### src/rtl/accel_poll_sequencer.sv
// ADXL345 poll sequencer: one-time config write, then periodic 6-byte burst reads of X/Y/Z.
// Drives a byte-level I2C command engine with a single outstanding command.
module accel_poll_sequencer #(
  parameter logic [6:0]  DEV_ADDR       = 7'h1D,
  parameter int unsigned POLL_CYCLES    = 5000000,
  parameter int unsigned TIMEOUT_CYCLES = 100000
) (
  input  logic        clk_clk,
  input  logic        reset_reset,
  input  logic        enable,
  output logic        cmd_valid,
  input  logic        cmd_ready,
  output logic        cmd_start,
  output logic        cmd_stop,
  output logic        cmd_write,
  output logic        cmd_read,
  output logic        cmd_nack,
  output logic [7:0]  cmd_wdata,
  input  logic        done_valid,
  input  logic [7:0]  done_rdata,
  input  logic        done_nack,
  output logic [15:0] accel_x,
  output logic [15:0] accel_y,
  output logic [15:0] accel_z,
  output logic        sample_valid,
  output logic        busy,
  output logic        init_done,
  output logic [7:0]  err_cnt
);

  typedef enum logic [3:0] {
    StInitA, StInitR, StInitD, StIdle, StRdA, StRdR, StRdA2, StRdB, StPublish, StAbort
  } state_e;

  // PhLoad only follows reset, so the first command is raised one cycle after release.
  typedef enum logic [1:0] {PhLoad, PhIssue, PhWait} phase_e;

  typedef struct packed {
    logic       start;
    logic       stop;
    logic       write;
    logic       read;
    logic       nack;
    logic [7:0] wdata;
  } cmd_t;

  function automatic cmd_t cmd_for(state_e st, logic [2:0] idx);
    cmd_t c;
    c = '0;
    case (st)
      StInitA, StRdA: begin c.start = 1'b1; c.write = 1'b1; c.wdata = {DEV_ADDR, 1'b0}; end
      StInitR:        begin c.write = 1'b1; c.wdata = 8'h2D; end
      StInitD:        begin c.write = 1'b1; c.stop = 1'b1; c.wdata = 8'h08; end
      StRdR:          begin c.write = 1'b1; c.wdata = 8'h32; end
      StRdA2:         begin c.start = 1'b1; c.write = 1'b1; c.wdata = {DEV_ADDR, 1'b1}; end
      StRdB: begin
        c.read = 1'b1;
        c.nack = (idx == 3'd5);
        c.stop = (idx == 3'd5);
      end
      StAbort:        c.stop = 1'b1;
      default:        c = '0;
    endcase
    return c;
  endfunction

  state_e      state_q;
  phase_e      phase_q;
  cmd_t        cmd_q;
  logic        cmd_valid_q;
  logic [2:0]  idx_q;
  logic [31:0] poll_cnt_q;
  logic [31:0] tcnt_q;
  logic [7:0]  buf_q [6];
  logic [15:0] accel_x_q, accel_y_q, accel_z_q;
  logic        sample_valid_q;
  logic        init_done_q;
  logic [7:0]  err_cnt_q;

  state_e      adv_state;
  logic [2:0]  adv_idx;
  cmd_t        adv_cmd;
  logic        adv_issues;
  logic        timeout;
  logic        nack_fail;
  logic        fail;

  // Successor on a clean completion of the current command.
  always_comb begin
    adv_state = state_q;
    adv_idx   = idx_q;
    case (state_q)
      StInitA: adv_state = StInitR;
      StInitR: adv_state = StInitD;
      StInitD: adv_state = StIdle;
      StRdA:   adv_state = StRdR;
      StRdR:   adv_state = StRdA2;
      StRdA2: begin
        adv_state = StRdB;
        adv_idx   = 3'd0;
      end
      StRdB: begin
        if (idx_q == 3'd5) adv_state = StPublish;
        else               adv_idx   = idx_q + 3'd1;
      end
      StAbort: adv_state = StIdle;
      default: adv_state = state_q;
    endcase
    adv_cmd    = cmd_for(adv_state, adv_idx);
    adv_issues = (adv_state != StIdle) && (adv_state != StPublish);
  end

  assign timeout   = (tcnt_q == TIMEOUT_CYCLES - 1);
  assign nack_fail = (phase_q == PhWait) && done_valid && cmd_q.write && done_nack &&
                     (state_q != StAbort);
  assign fail      = ((phase_q == PhIssue) && !cmd_ready && timeout) ||
                     ((phase_q == PhWait) && !done_valid && timeout) || nack_fail;

  always_ff @(posedge clk_clk) begin
    if (reset_reset) begin
      state_q        <= StInitA;
      phase_q        <= PhLoad;
      cmd_q          <= '0;
      cmd_valid_q    <= 1'b0;
      idx_q          <= '0;
      poll_cnt_q     <= '0;
      tcnt_q         <= '0;
      accel_x_q      <= '0;
      accel_y_q      <= '0;
      accel_z_q      <= '0;
      sample_valid_q <= 1'b0;
      init_done_q    <= 1'b0;
      err_cnt_q      <= '0;
      for (int i = 0; i < 6; i++) buf_q[i] <= '0;
    end else begin
      sample_valid_q <= 1'b0;
      case (state_q)
        StIdle: begin
          if (poll_cnt_q == POLL_CYCLES - 1) begin
            // Unconfigured device retries INIT regardless of enable; otherwise hold for enable.
            if (!init_done_q || enable) begin
              poll_cnt_q  <= '0;
              state_q     <= init_done_q ? StRdA : StInitA;
              cmd_q       <= cmd_for(init_done_q ? StRdA : StInitA, 3'd0);
              cmd_valid_q <= 1'b1;
              phase_q     <= PhIssue;
              tcnt_q      <= '0;
            end
          end else begin
            poll_cnt_q <= poll_cnt_q + 32'd1;
          end
        end
        StPublish: begin
          accel_x_q      <= {buf_q[1], buf_q[0]};
          accel_y_q      <= {buf_q[3], buf_q[2]};
          accel_z_q      <= {buf_q[5], buf_q[4]};
          sample_valid_q <= 1'b1;
          state_q        <= StIdle;
          poll_cnt_q     <= '0;
        end
        default: begin
          if (phase_q == PhLoad) begin
            cmd_q       <= cmd_for(state_q, idx_q);
            cmd_valid_q <= 1'b1;
            phase_q     <= PhIssue;
            tcnt_q      <= '0;
          end else if (fail) begin
            if (state_q == StAbort) begin
              // A stuck STOP is abandoned silently; the original error is already counted.
              state_q     <= StIdle;
              cmd_q       <= '0;
              cmd_valid_q <= 1'b0;
              poll_cnt_q  <= '0;
            end else begin
              if (err_cnt_q != 8'hFF) err_cnt_q <= err_cnt_q + 8'd1;
              state_q     <= StAbort;
              cmd_q       <= cmd_for(StAbort, 3'd0);
              cmd_valid_q <= 1'b1;
              phase_q     <= PhIssue;
              tcnt_q      <= '0;
            end
          end else if (phase_q == PhIssue) begin
            if (cmd_ready) begin
              cmd_valid_q <= 1'b0;
              phase_q     <= PhWait;
              tcnt_q      <= '0;
            end else begin
              tcnt_q <= tcnt_q + 32'd1;
            end
          end else if (done_valid) begin
            if (state_q == StRdB)   buf_q[idx_q] <= done_rdata;
            if (state_q == StInitD) init_done_q  <= 1'b1;
            state_q <= adv_state;
            idx_q   <= adv_idx;
            tcnt_q  <= '0;
            if (adv_issues) begin
              cmd_q       <= adv_cmd;
              cmd_valid_q <= 1'b1;
              phase_q     <= PhIssue;
            end else begin
              cmd_q       <= '0;
              cmd_valid_q <= 1'b0;
              poll_cnt_q  <= '0;
            end
          end else begin
            tcnt_q <= tcnt_q + 32'd1;
          end
        end
      endcase
    end
  end

  assign cmd_valid    = cmd_valid_q;
  assign cmd_start    = cmd_q.start;
  assign cmd_stop     = cmd_q.stop;
  assign cmd_write    = cmd_q.write;
  assign cmd_read     = cmd_q.read;
  assign cmd_nack     = cmd_q.nack;
  assign cmd_wdata    = cmd_q.wdata;
  assign accel_x      = accel_x_q;
  assign accel_y      = accel_y_q;
  assign accel_z      = accel_z_q;
  assign sample_valid = sample_valid_q;
  assign busy         = (state_q != StIdle);
  assign init_done    = init_done_q;
  assign err_cnt      = err_cnt_q;

endmodule

### config.mk
export PLATFORM = sky130hd
export DESIGN_NAME = accel_poll_sequencer
export DESIGN_NICKNAME = d
export VERILOG_FILES = /design/src/rtl/accel_poll_sequencer.sv
export SDC_FILE = /design/constraint.sdc
export NUM_CORES = 1
export LEC_CHECK = 0
export CORE_ASPECT_RATIO = 0.75
export CORE_UTILIZATION = 40
export DETAILED_ROUTE_END_ITERATION = 10
export GPL_TIMING_DRIVEN = 0
export PLACE_DENSITY = 0.66
export SYNTH_ARGS = -nofsm -noshare
export SYNTH_HDL_FRONTEND = slang
export SYNTH_SLANG_ARGS = --single-unit
### constraint.sdc
create_clock -name clk_clk -period 2.7 [get_ports clk_clk]
set_clock_uncertainty 0.2 [all_clocks]
set_input_delay 0.54 -clock clk_clk [delete_from_list [all_inputs] [get_ports clk_clk]]
set_output_delay 0.54 -clock clk_clk [all_outputs]
set_load 0.05 [all_outputs]
==> run metrics, run 1 <==
Num CTS Buffers=17; fmax=356 MHz; crit path launch=poll_cnt_q[17]; most used flip-flop cell after synthesis=dfxtp_1; die extent in x=172 um; Max Cap Viol=0; initial antenna violation count=0; final worst slack=-106 ps; Clock Path Buffers=2; reg2reg path depth=7; most frequent cells in the layout=nand2_1 (168), dfxtp_1 (120), nor2_1 (111), clkdlybuf4s50_1 (81), a21oi_1 (69); asr flop ratio synth=0%; Cells after Synth=1004; arrival time at the worst endpoint=2900 ps; reg2reg end=phase_q[0]; Avg Cell Area, Syn=8.68 um^2; HPWL after DPL=16700 um; Seq cells post-synth=190; layout cells sized above 1=23.8%; largest family of logic cells by synthesized area=simple AND/OR/NAND/NOR gates; Slew @ Worst Pin=1140 ps; final-report hold violation count=0; via/cell ratio=5.57; DR pass1 iterations=6; Synth Area in Compound Gates=14.1%; final setup TNS=-2450 ps; Synth-to-Final Area Change=39.0%; row cnt=46; XOR/XNOR share of the synthesized area=3.62%; Leak=0.00403 uW; grt total ovfl=0; R2R Path Start=poll_cnt_q[17]; Setup crit end kind=register; Critical Path Start Type=register; Worst EP required=2800 ps; Largest stage delay, worst path=530 ps; CP endpoint=phase_q[0]; TritonCTS clock tree=done; nets@finish=1187; WL/cell=17.6 um; first-pass GRT wire length=38800 um; Post-route DRC=0; clock sinks=190; WS Path Type=reg2reg; Placer Congestion=0.883; PwrDens=661 nW/um^2; number of I/O pins=87; CP max-delay cell=or4b_4; antenna cells=0; post-layout min period=2810 ps; Starting Density=41.0%; failing checks=setup timing; full die area=22400 um^2; Setup Viol. Count Final=44; Synth Cell Area=8720 um^2; Post-Place Setup Slack=-967 ps; hold_ws=257 ps; outcome=complete, but fails checks; RSZ-0062 raised after global routing=yes; clk_lat worst skew=450 ps; Post-synth EDFFs=48; Tcrit/Tclk final=104%; Starting DRT DRC Count=852; Adder-Cell Fraction of Synth Area=0.718%; Vias=8182; Worst slew margin=23.8%; commonest non-fill, non-tap cell in the layout=nand2_1; VDD IR-drop max=0.000542 V; DRT Wirelength=25800 um; Synth cell types=79; Reg clk slew, reported paths=80 ps; final core utilization=57.1%; crit-path max FO=6; pin count of the biggest net entering global routing=20; Synth Area in Simple Gates=28.2%; Hold Crit Class=reg2reg; Die H=130 um; core area=21200 um^2; Final ANT Viol Nets=0; H-Tree Depth=4; total track usage=22.6%; sequential area share after synthesis=49.1%; vias in the first global route=7330; Reg2Reg Setup Slack=-110 ps; root buf cell=clkbuf_16; cells along the critical path=or4b_4 > nor4_4 > a41o_4 > and3_4 > nand2_4 > or4_4 > nor3b_2; mux contribution to synthesized area=0.344%; Max Slew Vio Count=0; warnings from Yosys=0; hold_buf cts=0; number of I/O port buffers=83
## sequential cells by signal, summed over array words and instances (netlist names), 2 cells and up
name / flops
accel_x: 16
accel_y: 16
accel_z: 16
buf_q: 48
cmd_wdata: 5
err_cnt: 8
idx_q: 3
phase_q: 2
poll_cnt_q: 32
state_q: 4
tcnt_q: 32
## report_power, final
part | leakage (uW) | switching, uW | internal (uW) | total, uW
sequential | 0.00163 | 102 | 3040 | 3150
clock | 0.000301 | 1260 | 1420 | 2690
combinational | 0.00209 | 1310 | 872 | 2180
total | 0.00403 | 2670 | 5340 | 8010
## how the worst min path moves through the flow
| stage | from | end | slack, ps | cells after the start |
|---|---|---|---|---|
| floorplan | poll_cnt_q[31] | poll_cnt_q[31] | 250 | 2 |
| CTS | accel_z[13] | accel_z[13] | 260 | 2 |
| global placement | accel_x[0] | accel_x[0] | 250 | 2 |
| global route | accel_x[11] | accel_x[11] | 270 | 2 |
| detailed placement | accel_z[13] | accel_z[13] | 250 | 2 |
| finish | accel_z[0] | accel_z[0] | 260 | 2 |
## critical path, delay by kind of cell (launching register included)
kind	cells	cell delay (ps)
DFF	1	380
and+or+nand+nor	6	1730
AOI/OAI and AO/OA	1	350
## what timing repair did
action / 4_1_cts / 5_1_grt
setup endpoints to repair: 147 / 170
setup buffers: 32 / 26
gates resized for setup: 125 / 106
pin swaps: 32 / 31
cloned: 2 / 5
## synth_stat cells (17+ instances only)
master,instances,area (um^2)
inv_1,24,90.1
xnor2_1,30,263
clkbuf_1,32,120
nor3_1,32,160
nand3_1,34,170
nor2_1,120,450
a21oi_1,94,470
o21ai_0,26,130
nand2_1,174,653
nor4_1,17,106
dfxtp_1,142,2840
or3_1,17,106
edfxtp_1,48,1440
## through the flow
step                      instances  power, uW  cell area, um^2
after CTS                      1440       7650            11400
after floorplan                1005       4340             8850
final                          1469       8010            12100
after global placement         1376       4820            10000
after global routing           1469       8300            12100
after detailed placement       1376       4820            10000
## layer usage
| layer | part of all wire [%] | track usage [%] | routed length (um) | up-vias |
|---|---|---|---|---|
| li1 | - | - | - | 3905 |
| met1 | 48 | 32.5 | 12400 | 3973 |
| met2 | 44 | 33.7 | 11400 | 267 |
| met3 | 6.1 | 5.13 | 1580 | 37 |
| met4 | 1.5 | 6.56 | 388 | 0 |
| met5 | 0 | 0 | 0 | - |
## kinds of logic (layout without fill, tap and decap cells)
kind of cell | count (synthesis) | in the layout
AOI/OAI and AO/OA | 197 | 197
xor gates and xnor gates | 36 | 36
adders and majority gates | 5 | 5
buffers and inverters | 78 | 253
DFF | 190 | 190
muxes | 3 | 3
other | 1 | 2
and+or+nand+nor | 494 | 495
## cell type report
class                           instances  area [um^2]
Sequential cell                       190         4320
Multi-Input combinational cell        738         4940
Tap cell                              288          360
Inverter                               25          110
Buffer                                 49          340
Clock inverter                         14          191
Timing Repair Buffer                  147         1430
Clock buffer                           18          429
Fill cell                            1838         9120
No activity file was read; power rests on OpenSTA's default activity.
==> inputs of run 2 (changes only) <==
--- a/config.mk
+++ b/config.mk
@@ -10,6 +10,7 @@
 export DETAILED_ROUTE_END_ITERATION = 10
 export GPL_TIMING_DRIVEN = 0
 export PLACE_DENSITY = 0.66
+export SETUP_SLACK_MARGIN = 0.1
 export SYNTH_ARGS = -nofsm -noshare
 export SYNTH_HDL_FRONTEND = slang
 export SYNTH_SLANG_ARGS = --single-unit
==> run 2 against run 1 <==
  * The run still ends with setup timing left
  * Die area stayed put
  * Sequential power about the same
  * Routed wire length is 6.9% higher
  * Combinational power up 9.6%
  * Maximum frequency shrank 3.5%
  * Sequential share of layout area shrank 1.6 points
  * Clock power is 6% lower
  * Critical path type unchanged
==> run metrics, run 2 (synthesis gave the netlist of run 1 again) <==
TritonCTS clock tree=done (unchanged); CP max-delay cell=or4_4 (was or4b_4); met3 Use GR=5.88% (was 5.13%); Max Slew Vio Count=0 (unchanged); layout cells sized above 1=29.9% (was 23.8%); cells along the critical path=or4b_4 > nor4_4 > a41o_4 > nand2_2 > or4_4 > xor2_1 > nor2_1 (was or4b_4 > nor4_4 > a41o_4 > and3_4 > nand2_4 > or4_4 > nor3b_2); max reg flops=48 (unchanged); hold wc startpoint=accel_x[9] (was accel_z[0]); core area=21200 um^2 (unchanged); Largest stage delay, worst path=580 ps (was 530 ps); grt total ovfl=0 (unchanged); Worst slew margin=39.5% (was 23.8%); root buf cell=clkbuf_16 (unchanged); via/cell ratio=5.72 (was 5.57); PwrDens=634 nW/um^2 (was 661 nW/um^2); Top reg by flops=buf_q (unchanged); total track usage=23.3% (was 22.6%); vias in the first global route=7616 (was 7330); antenna cells=0 (unchanged); number of I/O pins=87 (unchanged); top flop regs=buf_q (48), poll_cnt_q (32), tcnt_q (32) (unchanged); final core utilization=60.0% (was 57.1%); WP buf/inv=0 (unchanged); Final ANT Viol Nets=0 (unchanged); first-pass GRT wire length=40200 um (was 38800 um); WL/cell=18.6 um (was 17.6 um); Combinational Power Share=29.6% (was 27.2%); Slew @ Worst Pin=907 ps (was 1140 ps); Critical Path Start Type=register (unchanged); area post-placement=10100 um^2 (was 10000 um^2); commonest non-fill, non-tap cell in the layout=nand2_1 (unchanged); Vias=8513 (was 8182); Num CTS Buffers=17 (unchanged); final setup TNS=-2120 ps (was -2450 ps); number of I/O port buffers=83 (unchanged); reg2reg path depth=7 (unchanged); Tcrit/Tclk final=108% (was 104%); switching part of the total power=33.2% (was 33.4%); Reg2Reg Setup Slack=-210 ps (was -110 ps); WS Path Type=reg2reg (unchanged); Fill cells=1732 (was 1838); hold_buf cts=0 (unchanged); Max Cap Viol=0 (unchanged); Worst EP required=2830 ps (was 2800 ps); row cnt=46 (unchanged); H-Tree Depth=4 (unchanged); nets@finish=1206 (was 1187); R2R Path Start=poll_cnt_q[20] (was poll_cnt_q[17]); die extent in x=172 um (unchanged); crit-path max FO=6 (unchanged); DR pass1 iterations=6 (unchanged); DRT Wirelength=27600 um (was 25800 um); most frequent cells in the layout=nand2_1 (160), dfxtp_1 (114), nor2_1 (86), clkdlybuf4s50_1 (79), a21oi_1 (66) (was nand2_1 (168), dfxtp_1 (120), nor2_1 (111), clkdlybuf4s50_1 (81), a21oi_1 (69)); worst hold endpoint=accel_x[9] (was accel_z[0]); VDD IR-drop max=0.000470 V (was 0.000542 V); CP delay by family, top=simple AND/OR/NAND/NOR gates (unchanged); initial antenna violation count=0 (unchanged); arrival time at the worst endpoint=3030 ps (was 2900 ps); clock power share=31.5% (was 33.5%); Hold Path Cell Cnt=2 (unchanged); Placer Congestion=0.864 (was 0.883); final-report hold violation count=0 (unchanged); Starting DRT DRC Count=791 (was 852); met2 usage=34.2% (was 33.7%); Synth-to-Final Area Change=46.1% (was 39.0%); full die area=22400 um^2 (unchanged); clock sinks=190 (unchanged); clk_lat worst skew=450 ps (about the same); met1 Track Usage GR=33.5% (was 32.5%); Setup Viol. Count Final=48 (was 44); final worst slack=-208 ps (was -106 ps); switching power=2680 uW (was 2670 uW); Post-route DRC=0 (unchanged); Hold Crit Class=reg2reg (unchanged); HPWL after DPL=16600 um (was 16700 um); sequential share of power=38.9% (was 39.3%); post-layout min period=2910 ps (was 2810 ps); Starting Density=41.0% (unchanged); outcome=complete, but fails checks (unchanged); Setup crit end kind=register (unchanged); Reg clk slew, reported paths=70 ps (was 80 ps); failing checks=setup timing (unchanged); fmax=344 MHz (was 356 MHz); Leak=0.00426 uW (was 0.00403 uW); Final Instance Area=12700 um^2 (was 12100 um^2); reg2reg end=tcnt_q[9] (was phase_q[0]); pin count of the biggest net entering global routing=17 (was 20); Die H=130 um (unchanged); busiest grt layer=met2 (unchanged); hold_ws=254 ps (was 257 ps); Int Pwr=5390 uW (was 5340 uW); Clock Path Buffers=2 (unchanged); RSZ-0062 raised after global routing=yes (unchanged)
[run 2: changes by cell type in the layout (fill, tap and decap cells not counted), moves of 5 or more]
cell | before | now
nor2_1 | 111 | 86
buf_6 | 16 | 34
nor2_4 | 2 | 17
nor2_2 | 7 | 17
nand2_1 | 168 | 160
and2_1 | 13 | 6
and2_4 | 2 | 9
dfxtp_1 | 120 | 114
a311oi_2 | 2 | 7
inv_8 | 5 | 0
nand2_8 | 1 | 6
[run 2: worst max-delay path by stage]
stage                         startpoint        endpoint  slack, ps  cells past startpoint
after floorplan               state_q[0]     buf_q[2][0]        -50                     11
after global placement         cmd_ready  poll_cnt_q[29]       -800                     10
after detailed placement       cmd_ready  poll_cnt_q[29]       -810                     10
after CTS                 poll_cnt_q[15]  poll_cnt_q[23]         -9                     10
after global routing      poll_cnt_q[20]       tcnt_q[9]       -220                      7
final                     poll_cnt_q[20]       tcnt_q[9]       -210                      7
[run 2: metrics by stage]
step	setup WS, ps	std cells	power [uW]
floorplan	-51.0	1005	4360
finish	-208	1488	8070
global route	-217	1488	8310
global placement	-798	1376	4830
CTS	-9.22	1461	7570
detailed placement	-810	1376	4840
[run 2: power by group through the flow]
stage | Sequential (uW) | Combinational, uW | Clock, uW
6_report | 3140 | 2390 | 2540
2_1_floorplan | 3440 | 925 | 0
3_3_place_gp | 3200 | 1630 | 0
4_1_cts | 3140 | 1890 | 2540
5_1_grt | 3150 | 2510 | 2650
3_5_place_dp | 3200 | 1640 | 0
[run 2: area by class of cell]
class                   count  area [um^2]  area share [%]
multi-input cells         737         5340            41.9
flip-flops and latches    190         4340            34.1
repair buffers            163         1610            12.6
clock buffers              19          433            3.40
plain buffers              53          409            3.21
well taps                 288          360            2.83
clock inverters            13          138            1.08
inverters                  25          110           0.865
[run 2: metal layers]
metal | vias to the layer above | wire length, um
li1 | 3950 | -
met1 | 4149 | 12500
met2 | 380 | 12500
met3 | 34 | 2240
met4 | 0 | 371
met5 | - | 0
[run 2: worst register-to-register path: cells and delay by family (launching register included)]
| family | cells | cell delay [ps] |
|---|---|---|
| simple gates | 5 | 1660 |
| compound gates | 1 | 340 |
| flops | 1 | 350 |
| xor+xnor | 1 | 240 |
[run 2: timing repair]
| action | CTS | global route |
|---|---|---|
| pin swaps | 46 | 52 |
| gates resized for setup | 181 | 182 |
| cloned | 6 | 4 |
| setup endpoints to repair | 187 | 188 |
| buffers inserted | 47 | 23 |
==> inputs of run 3 (changes only) <==
--- a/config.mk
+++ b/config.mk
@@ -11,6 +11,7 @@
 export GPL_TIMING_DRIVEN = 0
 export PLACE_DENSITY = 0.66
 export SETUP_SLACK_MARGIN = 0.1
+export SKIP_CTS_REPAIR_TIMING = 1
 export SYNTH_ARGS = -nofsm -noshare
 export SYNTH_HDL_FRONTEND = slang
 export SYNTH_SLANG_ARGS = --single-unit
==> run 3 against run 2 <==
  * The flow still finishes with violations (setup timing)
  * Largest power group unchanged
  * Highest routed layer unchanged
  * Count of clock-buffer cells in the layout unchanged
  * Register-to-register slack improved by 30 ps
  * Clock power about the same
  * Cell area decreased by 2.8%
  * Maximum frequency increased by 0.88%
  * Worst hold slack improved by 1.7 ps
  * First-iteration DRC count decreased by 7.2%
  * Global-route usage decreased by 2.2 points
  * Critical endpoint is now phase_q[0]
  * Critical path type unchanged
  * Sequential share of layout area increased by 0.78 points
==> run metrics, run 3 (synthesis gave the netlist of run 1 again) <==
RSZ-0062 raised after global routing=yes (unchanged); outcome=complete, but fails checks (unchanged); DR pass1 iterations=5 (was 6); core area=21200 um^2 (unchanged); most frequent cells in the layout=nand2_1 (159), dfxtp_1 (125), nor2_1 (90), clkdlybuf4s50_1 (80), a21oi_1 (66) (was nand2_1 (160), dfxtp_1 (114), nor2_1 (86), clkdlybuf4s50_1 (79), a21oi_1 (66)); Vias=8246 (was 8513); Final ANT Viol Nets=0 (unchanged); Max Cap Viol=0 (unchanged); VDD IR-drop max=0.000472 V (was 0.000470 V); first-pass GRT wire length=36500 um (was 40200 um); H-Tree Depth=4 (unchanged); commonest non-fill, non-tap cell in the layout=nand2_1 (unchanged); Num CTS Buffers=17 (unchanged); DRT Wirelength=26000 um (was 27600 um); clock sinks=190 (unchanged); Leak=0.00410 uW (was 0.00426 uW); Largest stage delay, worst path=550 ps (was 580 ps); Worst slew margin=27.8% (was 39.5%); Slew @ Worst Pin=1080 ps (was 907 ps); pin count of the biggest net entering global routing=17 (unchanged); max reg flops=48 (unchanged); HPWL after DPL=16600 um (unchanged); Max Slew Vio Count=0 (unchanged); area post-placement=10100 um^2 (unchanged); Clock Path Buffers=2 (unchanged); Placer Congestion=0.864 (unchanged); grt total ovfl=0 (unchanged); WS Path Type=reg2reg (unchanged); cells along the critical path=or4b_4 > nor4_4 > a41o_4 > and3_4 > nand2_4 > or4_4 > nor3b_4 (was or4b_4 > nor4_4 > a41o_4 > nand2_2 > or4_4 > xor2_1 > nor2_1); arrival time at the worst endpoint=2980 ps (was 3030 ps); Hold Crit Class=reg2reg (unchanged); Setup crit end kind=register (unchanged); number of I/O pins=87 (unchanged); Fill cells=1762 (was 1732); failing checks=setup timing (unchanged); Post-Place Setup Slack=-810 ps (unchanged); Starting Density=41.0% (unchanged); fmax=347 MHz (was 344 MHz); WP buf/inv=0 (unchanged); WL/cell=17.6 um (was 18.6 um); TritonCTS clock tree=done (unchanged); CP delay by family, top=simple AND/OR/NAND/NOR gates (unchanged); Reg clk slew, reported paths=70 ps (about the same); final worst slack=-182 ps (was -208 ps); PwrDens=640 nW/um^2 (was 634 nW/um^2); number of I/O port buffers=83 (unchanged); die extent in x=172 um (unchanged); Starting DRT DRC Count=734 (was 791); Tot Pwr=7920 uW (was 8070 uW); final-report hold violation count=0 (unchanged); initial antenna violation count=0 (unchanged); vias in the first global route=6931 (was 7616); via/cell ratio=5.58 (was 5.72); top flop regs=buf_q (48), poll_cnt_q (32), tcnt_q (32) (unchanged); Worst EP required=2800 ps (was 2830 ps); layout cells sized above 1=26.7% (was 29.9%); Post-route DRC=0 (unchanged); root buf cell=clkbuf_16 (unchanged); clk_lat worst skew=450 ps (about the same); Synth-to-Final Area Change=42.0% (was 46.1%); nets@finish=1196 (was 1206); Critical Path Start Type=register (unchanged); Final Instance Area=12400 um^2 (was 12700 um^2); CP max-delay cell=or4b_4 (was or4_4); Die H=130 um (unchanged); total track usage=21.1% (was 23.3%); post-layout min period=2880 ps (was 2910 ps); Tcrit/Tclk final=107% (was 108%); crit-path max FO=7 (was 6); Setup Viol. Count Final=113 (was 48); full die area=22400 um^2 (unchanged); antenna cells=0 (unchanged); row cnt=46 (unchanged); Top reg by flops=buf_q (unchanged)
-- run 3: cell count changes in the layout (fill, tap and decap cells not counted), sizes merged --
cell,previous run,this run
nor3,35,37
dlygate4sd2,3,0
dlymetal6s2s,0,2
buf,99,89
clkdlybuf4s50,79,80
clkbuf,54,52
-- run 3: layout make-up --
class	instances	area, um^2	share of cell area (%)
Tap cell	288	360	2.91
Buffer	53	367	2.96
Multi-Input combinational cell	739	5170	41.7
Clock inverter	13	138	1.11
Clock buffer	19	433	3.50
Timing Repair Buffer	151	1490	12.0
Inverter	25	110	0.889
Sequential cell	190	4320	34.9
-- run 3: path summary, 6_finish.rpt --
path	slack, ps	from	to	cells after the start
max	-180	poll_cnt_q[15]	phase_q[0]	7
min	260	accel_x[9]	accel_x[9]	2
max reg2reg	-180	poll_cnt_q[15]	phase_q[0]	7
min reg2reg	260	accel_x[9]	accel_x[9]	2
-- run 3: per-layer routing --
| layer | GRT usage [%] | share of wire, % |
|---|---|---|
| met2 | 29.5 | 44 |
| met5 | 0 | 0 |
| met4 | 5.26 | 1.4 |
| met3 | 4.49 | 6.1 |
| met1 | 32.4 | 48 |
-- run 3: through the flow --
stage          setup TNS [ps]  utilization, %  std cells  hold slack, ps
2_1_floorplan            -408               -       1005             245
3_3_place_gp           -94240            47.7       1376             244
3_5_place_dp           -96230            47.7       1376             246
4_1_cts                -34130            50.4       1408             256
5_1_grt                -20670            58.3       1478             271
6_report                -8470            58.3       1478             255
-- run 3: tightest hold or removal path, stage by stage, from the launching register on --
cell,delay (ps)
dfxtp_1,310
nand2_1,50
a21oi_1,50
-- run 3: power by group --
group          internal [uW]  total [uW]  switching (uW)
Combinational            907        2240            1330
Sequential              3050        3150             104
Clock                   1370        2530            1160
